--- src/rtl/fifo_word_packer.sv ---
// Read-domain byte-to-word packer: pops an async FIFO, packs BYTES little-endian lanes, flushes partial words on idle timeout.
// Optional per-lane parity output enabled by defining FIFO_WORD_PACKER_PARITY_EN.
module fifo_word_packer #(
  parameter int DATA_W  = 8,
  parameter int BYTES   = 4,
  parameter int TIMEOUT = 16
) (
  input  logic                      rd_clk,
  input  logic                      rd_rst,
  input  logic                      fifo_empty,
  input  logic [DATA_W-1:0]         fifo_data,
  output logic                      fifo_rd_en,
  output logic [DATA_W*BYTES-1:0]   m_data,
  output logic                      m_valid,
  input  logic                      m_ready,
  output logic [$clog2(BYTES):0]    m_bytes,
  output logic                      m_partial
`ifdef FIFO_WORD_PACKER_PARITY_EN
  ,
  output logic [BYTES-1:0]          m_parity
`endif
);

  localparam int CNT_W = $clog2(BYTES) + 1;
  localparam int TMR_W = (TIMEOUT > 1) ? $clog2(TIMEOUT) : 1;
  localparam logic [TMR_W-1:0] TMO_LAST = TMR_W'((TIMEOUT > 0) ? TIMEOUT - 1 : 0);
  localparam logic [CNT_W-1:0] FULL     = CNT_W'(BYTES);
  localparam logic [0:0] FILL = 1'b0;
  localparam logic [0:0] OUT  = 1'b1;

  logic [0:0]              state;
  logic [CNT_W-1:0]        issued;
  logic [CNT_W-1:0]        recv;
  logic [TMR_W-1:0]        timer;
  logic                    vld_p1;
  logic [DATA_W*BYTES-1:0] word_nxt;
  logic                    armed;
  logic                    expire;
  logic                    last_cap;

  function automatic logic [DATA_W*BYTES-1:0] insert_lane(
    input logic [DATA_W*BYTES-1:0] w,
    input logic [CNT_W-1:0]        lane,
    input logic [DATA_W-1:0]       b
  );
    insert_lane = w;
    for (int i = 0; i < BYTES; i++)
      if (lane == CNT_W'(i)) insert_lane[i*DATA_W +: DATA_W] = b;
  endfunction

`ifdef FIFO_WORD_PACKER_PARITY_EN
  function automatic logic [BYTES-1:0] lane_parity(input logic [DATA_W*BYTES-1:0] w);
    lane_parity = '0;
    for (int i = 0; i < BYTES; i++)
      lane_parity[i] = ^w[i*DATA_W +: DATA_W];
  endfunction
`endif

  // Timer only runs once every requested byte has landed; an expiring timer blocks a same-cycle pop.
  always_comb begin
    armed      = (TIMEOUT != 0) && (state == FILL) && (recv != '0) && (issued == recv);
    expire     = armed && (timer == TMO_LAST);
    fifo_rd_en = ~rd_rst & (state == FILL) & ~fifo_empty & (issued < FULL) & ~expire;
    last_cap   = vld_p1 && (recv == FULL - CNT_W'(1));
    word_nxt   = insert_lane(m_data, recv, fifo_data);
  end

  // Stage p1: byte popped last cycle is on fifo_data and lands in lane recv.
  always_ff @(posedge rd_clk) begin
    if (rd_rst) begin
      state     <= FILL;
      issued    <= '0;
      recv      <= '0;
      timer     <= '0;
      vld_p1    <= 1'b0;
      m_data    <= '0;
      m_valid   <= 1'b0;
      m_bytes   <= '0;
      m_partial <= 1'b0;
`ifdef FIFO_WORD_PACKER_PARITY_EN
      m_parity  <= '0;
`endif
    end else begin
      vld_p1 <= fifo_rd_en;
      if (state == FILL) begin
        if (fifo_rd_en) issued <= issued + CNT_W'(1);
        timer <= (armed && fifo_empty && !expire) ? timer + TMR_W'(1) : '0;
        if (vld_p1) begin
          recv   <= recv + CNT_W'(1);
          m_data <= word_nxt;
`ifdef FIFO_WORD_PACKER_PARITY_EN
          m_parity <= lane_parity(word_nxt);
`endif
        end
        if (last_cap) begin
          state     <= OUT;
          m_valid   <= 1'b1;
          m_bytes   <= FULL;
          m_partial <= 1'b0;
        end else if (expire) begin
          state     <= OUT;
          m_valid   <= 1'b1;
          m_bytes   <= recv;
          m_partial <= 1'b1;
        end
      end else if (m_ready) begin
        state     <= FILL;
        issued    <= '0;
        recv      <= '0;
        timer     <= '0;
        m_data    <= '0;
        m_valid   <= 1'b0;
        m_bytes   <= '0;
        m_partial <= 1'b0;
`ifdef FIFO_WORD_PACKER_PARITY_EN
        m_parity  <= '0;
`endif
      end
    end
  end

endmodule
--- config.mk ---
export PLATFORM = sky130hd
export DESIGN_NAME = fifo_word_packer
export DESIGN_NICKNAME = d
export VERILOG_FILES = /design/src/rtl/fifo_word_packer.sv
export SDC_FILE = /design/constraint.sdc
export NUM_CORES = 1
export LEC_CHECK = 0
export CAP_MARGIN = 20
export CORE_ASPECT_RATIO = 0.6
export CORE_MARGIN = 8
export CORE_UTILIZATION = 40
export DETAILED_ROUTE_END_ITERATION = 12
export PLACE_DENSITY = 0.77
export SLEW_MARGIN = 20
export SYNTH_ARGS = -nofsm -noshare
export SYNTH_HDL_FRONTEND = slang
export SYNTH_SLANG_ARGS = --single-unit
--- constraint.sdc ---
create_clock -name rd_clk -period 2.9 [get_ports rd_clk]
set_clock_uncertainty 0.2 [all_clocks]
set_input_delay 0.58 -clock rd_clk [delete_from_list [all_inputs] [get_ports rd_clk]]
set_output_delay 0.58 -clock rd_clk [all_outputs]
set_load 0.02 [all_outputs]
Word-level counts from Yosys, hierarchy flattened

Index checks and enable logic that the tools add are counted.
Widths: inputs -> output; s select.

Word-level logic and storage cells: 81
Output and inout port bits: 38
Bits in registers: 49
Bits of input ports: 12

Reductions and logical operators: 23
Add/subtract/negate cells: 3
$lt $le $gt $ge: 1
Bitwise logic cells: 8
Multiplexer cells: 28
Equality and inequality tests: 6

Operator list:

| kind                | number |
|---|---|
| $mux 32             | 3 |
| $mux 8              | 4 |
| $mux 3              | 8 |
| $mux 4              | 3 |
| $reduce_and 3->1    | 4 |
| $reduce_bool 2->1   | 6 |
| $mux 1              | 10 |
| $add 3x1->3 const B | 2 |
| $eq 3x2->1 const B  | 2 |
| $logic_and 1x1->1   | 6 |
| $reduce_and 2->1    | 3 |
| $reduce_bool 3->1   | 2 |
| $add 4x1->4 const B | 1 |
| $and 1x1->1         | 4 |
| $eq 4x4->1 const B  | 1 |
| $not 1->1           | 4 |
| $eq 3x1->1 const B  | 1 |
| $eq 3x3->1          | 1 |
| $logic_not 3->1     | 1 |
| $lt 3x3->1 const B  | 1 |
| $ne 2x2->1 const B  | 1 |
| $logic_not 1->1     | 1 |

Logic depth before layout (Yosys ltp)

Gate-level depths: netlist of the first run.

Depth in word-level cells: 8
Gate-level depth with buffers: 7

Worst setup path before layout of the first run

No wires, ideal clock.

Path type: flip-flop to output port
Start: register recv[0]
End: output fifo_rd_en
Required time: 2120 ps
Cell stages (with the launch flop): 7
Arrival time: 1710 ps
Path slack: 410 ps
Path through: dfxtp_1 > inv_1 > ha_1 > buf_6 > or3_4 > a2111oi_4 > nor4_4

Cells in the longest elaborated chain, start to end: 6
Elaborated cells on any way between the ends: 7
Classes of those cells: eq/ne (1); bitwise (2); reduce/logical (4)

Ends and longest elaborated chain:

| what                     | line | source |
|---|---|---|
| start: declaration       | 33   | `logic [CNT_W-1:0] recv;` |
| start signal: assignment | 89   | `recv <= recv + CNT_W'(1);` |
| $reduce_bool 3->1        | 61   | `armed = (TIMEOUT != 0) && (state == FILL) && (recv != '0) && (issued == recv);` |
| $logic_and 1x1->1        | 61   |  |
| $logic_and 1x1->1 *      | 61   |  |
| $logic_and 1x1->1 *      | 62   | `expire = armed && (timer == TMO_LAST);` |
| $not 1->1 *              | 63   | `fifo_rd_en = ~rd_rst & (state == FILL) & ~fifo_empty & (issued < FULL) & ~expire;` |
| $and 1x1->1 *            | 63   |  |
| end: declaration         | 12   | `output logic fifo_rd_en,` |

Mark *: on every way between the ends. The rest lies on a longest branch, timed or not.

Worst setup path after layout of the first run

Same ends and word-level chain as after synthesis.

==> impl_metrics.ini, run 1 <==
[finish]
final_util_pct = 55.35
antenna_cells = 0
fin_cells = 356
final_layout_size_suffix_gt1_share_pct = 10.00
syn_to_final_growth_pct = 34.52
final_common_cell = dfxtp_1
nets = 309
final_cell_mix = dfxtp_1, clkdlybuf4s50_1, nand2_1
final_area_sq_um = 2784

[flow_run]
drv_cap = 0

[detailed_routing]
postRouteAntennaNets = 0
drc = 0
routed_wl_mm = 5.871
drtPass1Iterations = 4
dr_total_vias = 1964
wire_per_inst_um = 16.49
drt_iter0_drc = 169
avgViaCountPerCell = 5.517

[yosys]
ys_seq_area_share_pct = 47.40
synth_cell_types = 41
synth_top_area_cell = dfxtp_1
yosysWarnings = 0
ys_seq_elements = 49
yosysTopAreaCellShare_pct = 47.40
syn_area_sq_um = 2069
syn_nets = 252
synth.area.top_cells = dfxtp_1, a21oi_1, nand2_1
synthCells = 233
avgSynthCellArea_sq_um = 8.882

[die]
die_area_sq_um = 7807
row_count = 20
die_y_um = 71.72
num_io_pins = 50
floorplan.initialDensity_pct = 41.14
dieWidth_um = 108.9
fp.coreArea_sq_um = 5030

[pwr]
leakage_nw = 0.9685
peakVddDrop_uv = 244.8
p_per_area_nw_per_um2 = 475.6

[global_routing]
grt_pass1_vias = 1846
grt_max_degree = 44
grt.total_usage_pct = 15.05
grt_antenna_before_repair = 0
grt_overflow = 0
grt_pass1_wl_mm = 9.246

[clocking]
tritoncts = yes
cts.sinks = 49
cts_setup_buffers = 0
clock_path_buffers = 2
clockRootBuffer = clkbuf_8
cts_buffers = 5
cts.reportedPaths.clkPinSlew_ns = 0.09
clk_latency_ns = 0.30
htreeDepth = 2

[sta]
setup_violations = 0
slew_violations = 0
finalSetupTns_ns = 0
post-route-period-util_pct = 94.51
tightestPinTransition_ns = 0.6172
hold_viol = 0
slew_headroom_pct = 58.76
layout_min_cycle_time_ns = 2.741
setup_ws_ns = 0.1593
max_freq_mhz = 364.9
grt_setup_unrepaired = false

[placed_design]
dp_cells = 349
gp_congestion = 0.9011
port_buffers = 49
pre_cts_ws_ns = 0.02838
place_area_sq_um = 2685
hpwl_mm = 4.419

[hold_path]
min_path_cells = 2
worstHoldStart = m_data[2]
hold_class = reg2reg
holdPathEnd = m_data[2]

[worst_setup_path]
reg2reg_to = m_bytes[0]
worstPathRequired_ns = 2.12
crit_family = compound AO/OA/AOI/OAI gates
path_buf_inv = 2
crit_fanout = 3
critPathArrivalTime_ns = 1.96
worstPathCellList = inv_1 -> ha_1 -> or3_4 -> a2111oi_4 -> nor4_4 -> clkbuf_2
start_kind = flop
r2r-start = recv[0]
r2r_slack_ns = 0.62
crit_path_start = recv[0]
crit_type = reg2out
end_kind = output port
cp_slowest_cell = a2111oi_4
critPathMaxStageDelay_ns = 0.44
r2r_cells = 7

[status]
status = complete, no violations
how the worst max path moves through the flow:
stage | slack (ns) | depth (start not counted) | end
after floorplan | 0.41 | 6 | fifo_rd_en
after global routing | 0.05 | 6 | fifo_rd_en
final | 0.16 | 6 | fifo_rd_en
after detailed placement | 0.03 | 5 | fifo_rd_en
after CTS | 0.04 | 6 | fifo_rd_en
after global placement | 0.02 | 5 | fifo_rd_en
power breakdown:
group          switching [mW]  internal, mW
Combinational          0.0874        0.0667
Sequential             0.0132         0.688
Clock                   0.218         0.251
stage by stage:
step | hold slack [ns] | total power, mW
2_1_floorplan | 0.2488 | 0.8022
3_3_place_gp | 0.2440 | 0.8676
3_5_place_dp | 0.2506 | 0.8712
4_1_cts | 0.2618 | 1.333
5_1_grt | 0.2841 | 1.372
6_report | 0.2619 | 1.324
worst min-delay path, stage by stage, from the launching register on:
cell and delay (ns):
dfxtp_1 0.32, nand2_1 0.05, a21oi_1 0.05
kinds of logic after synthesis:
logic type	synth area share [%]
buffers and inverters	3.567
and+or+nand+nor	23.52
xor gates and xnor gates	0.8466
adders and majority gates	4.232
AOI/OAI and AO/OA	19.23
DFF	47.40
muxes	1.209
cell type report:
cell class	count	area (sq um)
clock buffers	5	68.82
repair buffers	62	583.1
clock inverters	2	35.03
multi-input cells	167	1015
well taps	66	82.58
inverters	5	18.77
flip-flops and latches	49	980.9
fillers	460	2246
routing by layer:
layer  track usage (%)  vias up  wire (um)
li1                  -      949          -
met1             20.69      920       2667
met2             20.50       85       2439
met3             6.356       10        698
met4             4.525        0         65
met5                 0        -          0
cell usage after synthesis, drive strengths merged:
library cell	count
nor2	15
o21bai	1
a21boi	2
a22oi	8
a2111o	1
dfxtp	49
and2	3
a21oi	35
o32ai	2
or2	1
mux2i	1
o2111ai	1
or3	2
inv	4
nand2b	1
a31o	1
and3	1
mux2	1
nand3	18
buf	3
a32oi	1
o22ai	1
nand4	9
a22o	1
o31a	1
a31oi	1
nor3b	1
a2111oi	2
nand2	40
xor2	2
ha	7
nor4	2
clkinv	1
nor2b	1
clkbuf	9
nand4b	4
state kept, by name, indices dropped and copies added (netlist names):
signal and flops:
timer 4, m_bytes 3, vld_p1 1, m_valid 1, m_partial 1, state 1
m_data 32, recv 3, issued 3
timing repair:
item | CTS | global route
hold buffers | 0 | 0
setup endpoints to repair | 1 | 1
gates resized for setup | 1 | 2
pin swaps | 0 | 1
hold endpoints to repair | 0 | 0
Note: power is estimated with default switching activity, not from simulation.
==> inputs of run 2 (changes only) <==
clock period = 3 ns   (was 2.9 ns; I/O delays follow)
==> run 2 against run 1 <==
Die area unchanged. Design area grew 0.22%. Largest cell class unchanged. Global-route usage barely moved. Core utilization increased by 0.12 points. Power shrank 0.60%.
==> impl_metrics.ini, run 2 (same netlist as run 1, synthesis figures left out) <==
[status]
status = complete, no violations

[die]
die_y_um = 71.72
dieWidth_um = 108.9
num_io_pins = 50
die_area_sq_um = 7807
fp.coreArea_sq_um = 5030
floorplan.initialDensity_pct = 41.14
row_count = 20

[sta]
post-route-period-util_pct = 93.17
grt_setup_unrepaired = false
finalSetupTns_ns = 0
slew_headroom_pct = 56.27
slew_violations = 0
max_freq_mhz = 357.8
setup_violations = 0
layout_min_cycle_time_ns = 2.795
tightestPinTransition_ns = 0.6536
hold_viol = 0
hold-worst-slack_ns = 0.2592

[clocking]
clk_latency_ns = 0.30
cts_buffers = 5
tritoncts = yes
cts.reportedPaths.clkPinSlew_ns = 0.09
cts_hold_buf = 0
htreeDepth = 2
clock_path_buffers = 2
cts.sinks = 49
cts_setup_buffers = 0
clockRootBuffer = clkbuf_8

[detailed_routing]
drc = 0
postRouteAntennaNets = 0
avgViaCountPerCell = 5.463
dr_total_vias = 1945
wire_per_inst_um = 16.46
drtPass1Iterations = 4
drt_iter0_drc = 129
routed_wl_mm = 5.858

[finish]
regMostFlops = m_data
fill_cells = 440
largest_reg_flops = 32
top_regs = m_data: 32 flops, timer: 4 flops
syn_to_final_growth_pct = 34.82
antenna_cells = 0
nets = 308
final_util_pct = 55.47
final_cell_mix = clkdlybuf4s50_1, dfxtp_1, nand2_1
final_layout_size_suffix_gt1_share_pct = 10.00

[hold_path]
hold_class = reg2reg
worstHoldStart = m_data[4]
min_path_cells = 2
holdPathEnd = m_data[4]

[worst_setup_path]
crit_type = reg2out
r2r_cells = 7
r2r_slack_ns = 0.72
start_kind = flop
reg2reg_to = issued[1]
r2r-start = recv[1]
critPathArrivalTime_ns = 1.99
end_kind = output port
crit_fanout = 5
worstPathRequired_ns = 2.20

[pwr]
leakage_nw = 0.9681
p_per_area_nw_per_um2 = 471.7
peakVddDrop_uv = 198.1

[placed_design]
gp_congestion = 0.8954
hpwl_mm = 4.340
port_buffers = 49

[global_routing]
grt_overflow = 0
grt_pass1_wl_mm = 9.397
grt_antenna_before_repair = 0
grt_pass1_vias = 1850
grt_max_degree = 44
grt.total_usage_pct = 15.03

[flow_run]
drv_cap = 0
-- run 2: cell types whose count changed in the layout (fill, tap and decap cells not counted) --
cell,before,now
buf_4,13,12
clkbuf_1,0,1
clkbuf_8,5,6
clkinv_2,1,0
dfxtp_1,49,48
dfxtp_2,0,1
-- run 2: per-stage QoR --
step,instance area [sq um],setup slack (ns),cells,power [mW]
5_1_grt,2790,0.1017,356,1.359
4_1_cts,2793,0.01063,356,1.322
3_3_place_gp,2678,0.08215,348,0.8385
2_1_floorplan,2069,0.4902,233,0.7755
6_report,2790,0.2050,356,1.316
3_5_place_dp,2678,0.07623,348,0.8415
-- run 2: routing by layer --
layer	global-route usage (%)	up-vias	wire (um)
li1	-	939	-
met1	21.32	930	2744
met2	20.90	69	2439
met3	5.730	7	632
met4	2.715	0	42
met5	0	-	0
-- run 2: final cells by class --
type	instances	area (sq um)	area share (%)
sequential	49	982.2	35.20
clock inverter	1	30.03	1.076
multi-input combinational	167	1015	36.37
timing repair buffer	61	575.6	20.63
tap	66	82.58	2.960
clock buffer	7	86.33	3.094
inverter	5	18.77	0.6726
-- run 2: report_power, final --
group	leakage [nW]	internal, mW	switching (mW)
logic	0.513	0.0639	0.0854
registers	0.397	0.665	0.0125
clock network	0.0585	0.272	0.217
-- run 2: how the worst max path moves through the flow --
stage               startpoint  slack (ns)         end
floorplan              recv[0]        0.49  fifo_rd_en
global placement        rd_rst        0.08  fifo_rd_en
detailed placement      rd_rst        0.08  fifo_rd_en
CTS                    recv[1]        0.01  fifo_rd_en
global route           recv[1]        0.10  fifo_rd_en
finish                 recv[1]        0.21  fifo_rd_en
-- run 2: critical path: stages, from the launching register on --
cell and delay [ns]:
dfxtp_2 0.38, inv_1 0.09, ha_1 0.20, or3_4 0.37
a2111oi_4 0.43, nor4_4 0.06, clkbuf_2 0.16
-- run 2: timing repair --
action / in CTS / in global routing
gates resized for setup: 1 / 3
pin swaps: 0 / 1
endpoints found under the setup margin: 1 / 1
==> inputs of run 3 (changes only) <==
CORE_MARGIN = unset   (was 8)
==> run 3 against run 2 <==
Register-to-register slack gained 0.05 ns. Power decreased by 7.7%. Combinational power is essentially flat. Design area is 0.81% lower. Core utilization grew 2.4 points. Maximum frequency is 3.8% lower. Flip-flop and latch count did not move. Non-clock buffer count rose by 1. Worst hold slack better by 0.0012 ns. Worst setup slack lost 0.11 ns. Critical path type unchanged. Largest cell class unchanged.
==> impl_metrics.ini, run 3 (same netlist as run 1, synthesis figures left out) <==
[status]
status = complete, no violations

[finish]
final_util_pct = 57.92
fill_cells = 419
final_layout_size_suffix_gt1_share_pct = 9.622
final_common_cell = dfxtp_1
top_regs = m_data: 32 flops, timer: 4 flops
regMostFlops = m_data
largest_reg_flops = 32
multi_input_area_sq_um = 1015
antenna_cells = 0
final_cell_mix = dfxtp_1, clkdlybuf4s50_1, nand2_1
nets = 309
final_area_sq_um = 2768
syn_to_final_growth_pct = 33.74
regArea_sq_um = 980.9

[clocking]
clockRootBuffer = clkbuf_8
clk_latency_ns = 0.29
cts.reportedPaths.clkPinSlew_ns = 0.09
cts_hold_buf = 0
cts.sinks = 49
htreeDepth = 2
clock_path_buffers = 2
cts_buffers = 5
tritoncts = yes

[pwr]
combPwrFrac_pct = 12.5
switchingPower_mw = 0.3201
peakVddDrop_uv = 260.5
power.internal_mw = 0.8950
seqPwrFrac_pct = 55.8
p_per_area_nw_per_um2 = 439.0
swShare_pct = 26.34
leakage_nw = 0.9544
finalPower_mw = 1.215
clockPowerShare_pct = 31.7

[worst_setup_path]
crit_fanout = 3
crit_path_start = recv[0]
worstPathRequired_ns = 2.20
r2r_cells = 7
path_buf_inv = 2
cp_slowest_cell = a2111oi_4
critPathMaxStageDelay_ns = 0.39
worst-path-stages = 6
end_kind = output port
crit_end = fifo_rd_en
r2r-start = recv[0]
critPathArrivalTime_ns = 2.11
crit_type = reg2out
crit_family = simple AND/OR/NAND/NOR gates
reg2reg_to = issued[1]
worstPathCellList = inv_1 -> ha_1 -> or3_4 -> a2111oi_4 -> nor4_4 -> dlygate4sd2_1
r2r_slack_ns = 0.77
start_kind = flop

[die]
fp.coreArea_sq_um = 4778
die_y_um = 57.72
row_count = 19
dieWidth_um = 94.86
num_io_pins = 50
floorplan.initialDensity_pct = 43.31
die_area_sq_um = 5475

[detailed_routing]
dr_total_vias = 1936
drt_iter0_drc = 134
avgViaCountPerCell = 5.469
wire_per_inst_um = 15.63
drtPass1Iterations = 4
postRouteAntennaNets = 0
drc = 0
routed_wl_mm = 5.534

[sta]
slew_violations = 0
post-route-period-util_pct = 96.87
max_freq_mhz = 344.1
tightestPinTransition_ns = 0.6071
setup_violations = 0
slew_headroom_pct = 59.44
layout_min_cycle_time_ns = 2.906
finalSetupTns_ns = 0
grt_setup_unrepaired = false
setup_ws_ns = 0.09393
hold_viol = 0

[placed_design]
place_area_sq_um = 2674
port_buffers = 49
hpwl_mm = 4.046
gp_congestion = 0.9133
pre_cts_ws_ns = 0.06055

[global_routing]
grt_antenna_before_repair = 0
grt_pass1_vias = 1717
grt.total_usage_pct = 20.63
grt_overflow = 0
grt_pass1_wl_mm = 8.659
grt_max_degree = 44

[hold_path]
hold_class = reg2reg

[flow_run]
drv_cap = 0
## run 3: cell types whose count changed in the layout (fill, tap and decap cells not counted)
| cell | delta |
|---|---|
| dfxtp_2 | -1 |
| bufinv_16 | -1 |
| buf_4 | +1 |
| dlygate4sd2_1 | +1 |
| clkbuf_2 | -1 |
| clkinvlp_4 | +2 |
| clkbuf_8 | -1 |
| dfxtp_1 | +1 |
## run 3: final cells by class
class                           count  area share (%)
Timing Repair Buffer               62           21.20
Multi-Input combinational cell    167           36.66
Inverter                            5          0.6781
Clock inverter                      2          0.5425
Clock buffer                        6           2.622
Tap cell                           63           2.848
Sequential cell                    49           35.44
## run 3: worst min-delay path by stage
stage | depth (start not counted) | from | to | slack [ns]
2_1_floorplan | 2 | timer[1] | timer[1] | 0.25
3_3_place_gp | 2 | m_data[7] | m_data[7] | 0.24
3_5_place_dp | 2 | m_data[1] | m_data[1] | 0.25
4_1_cts | 2 | m_data[1] | m_data[1] | 0.27
5_1_grt | 2 | m_data[2] | m_data[2] | 0.28
6_report | 2 | m_data[1] | m_data[1] | 0.26
## run 3: metal layers
metal | global-route usage, % | vias up | share of wire (%)
met5 | 0 | - | 0
met4 | 1.948 | 0 | 0.072
met3 | 5.118 | 2 | 8.8
met2 | 27.85 | 73 | 40
met1 | 33.39 | 913 | 51
li1 | - | 948 | -
## run 3: stage by stage
| step | cells | hold slack, ns |
|---|---|---|
| CTS | 354 | 0.2654 |
| detailed placement | 345 | 0.2536 |
| global placement | 345 | 0.2390 |
| finish | 354 | 0.2604 |
| floorplan | 233 | 0.2488 |
| global route | 354 | 0.2781 |
## run 3: repair_timing
item / CTS / global route
pin swaps: 1 / 1
setup endpoints to repair: 1 / 1
buffers inserted: 1 / 0
resized for setup: 1 / 0
## run 3: power by group through the flow
| stage | clock [mW] | combinational (mW) | sequential [mW] |
|---|---|---|---|
| global placement | 0 | 0.147 | 0.692 |
| detailed placement | 0 | 0.150 | 0.693 |
| finish | 0.386 | 0.152 | 0.678 |
| CTS | 0.389 | 0.150 | 0.678 |
| floorplan | 0 | 0.0741 | 0.701 |
| global route | 0.418 | 0.163 | 0.680 |
## run 3: worst reg2reg max path, delay by kind of cell, from the launching register on
kind            cells  cell delay [ns]
compound gates      1             0.39
fa+ha+maj           1             0.23
buf+inv             2             0.24
flops               1             0.34
mux                 1             0.29
simple gates        2             0.45
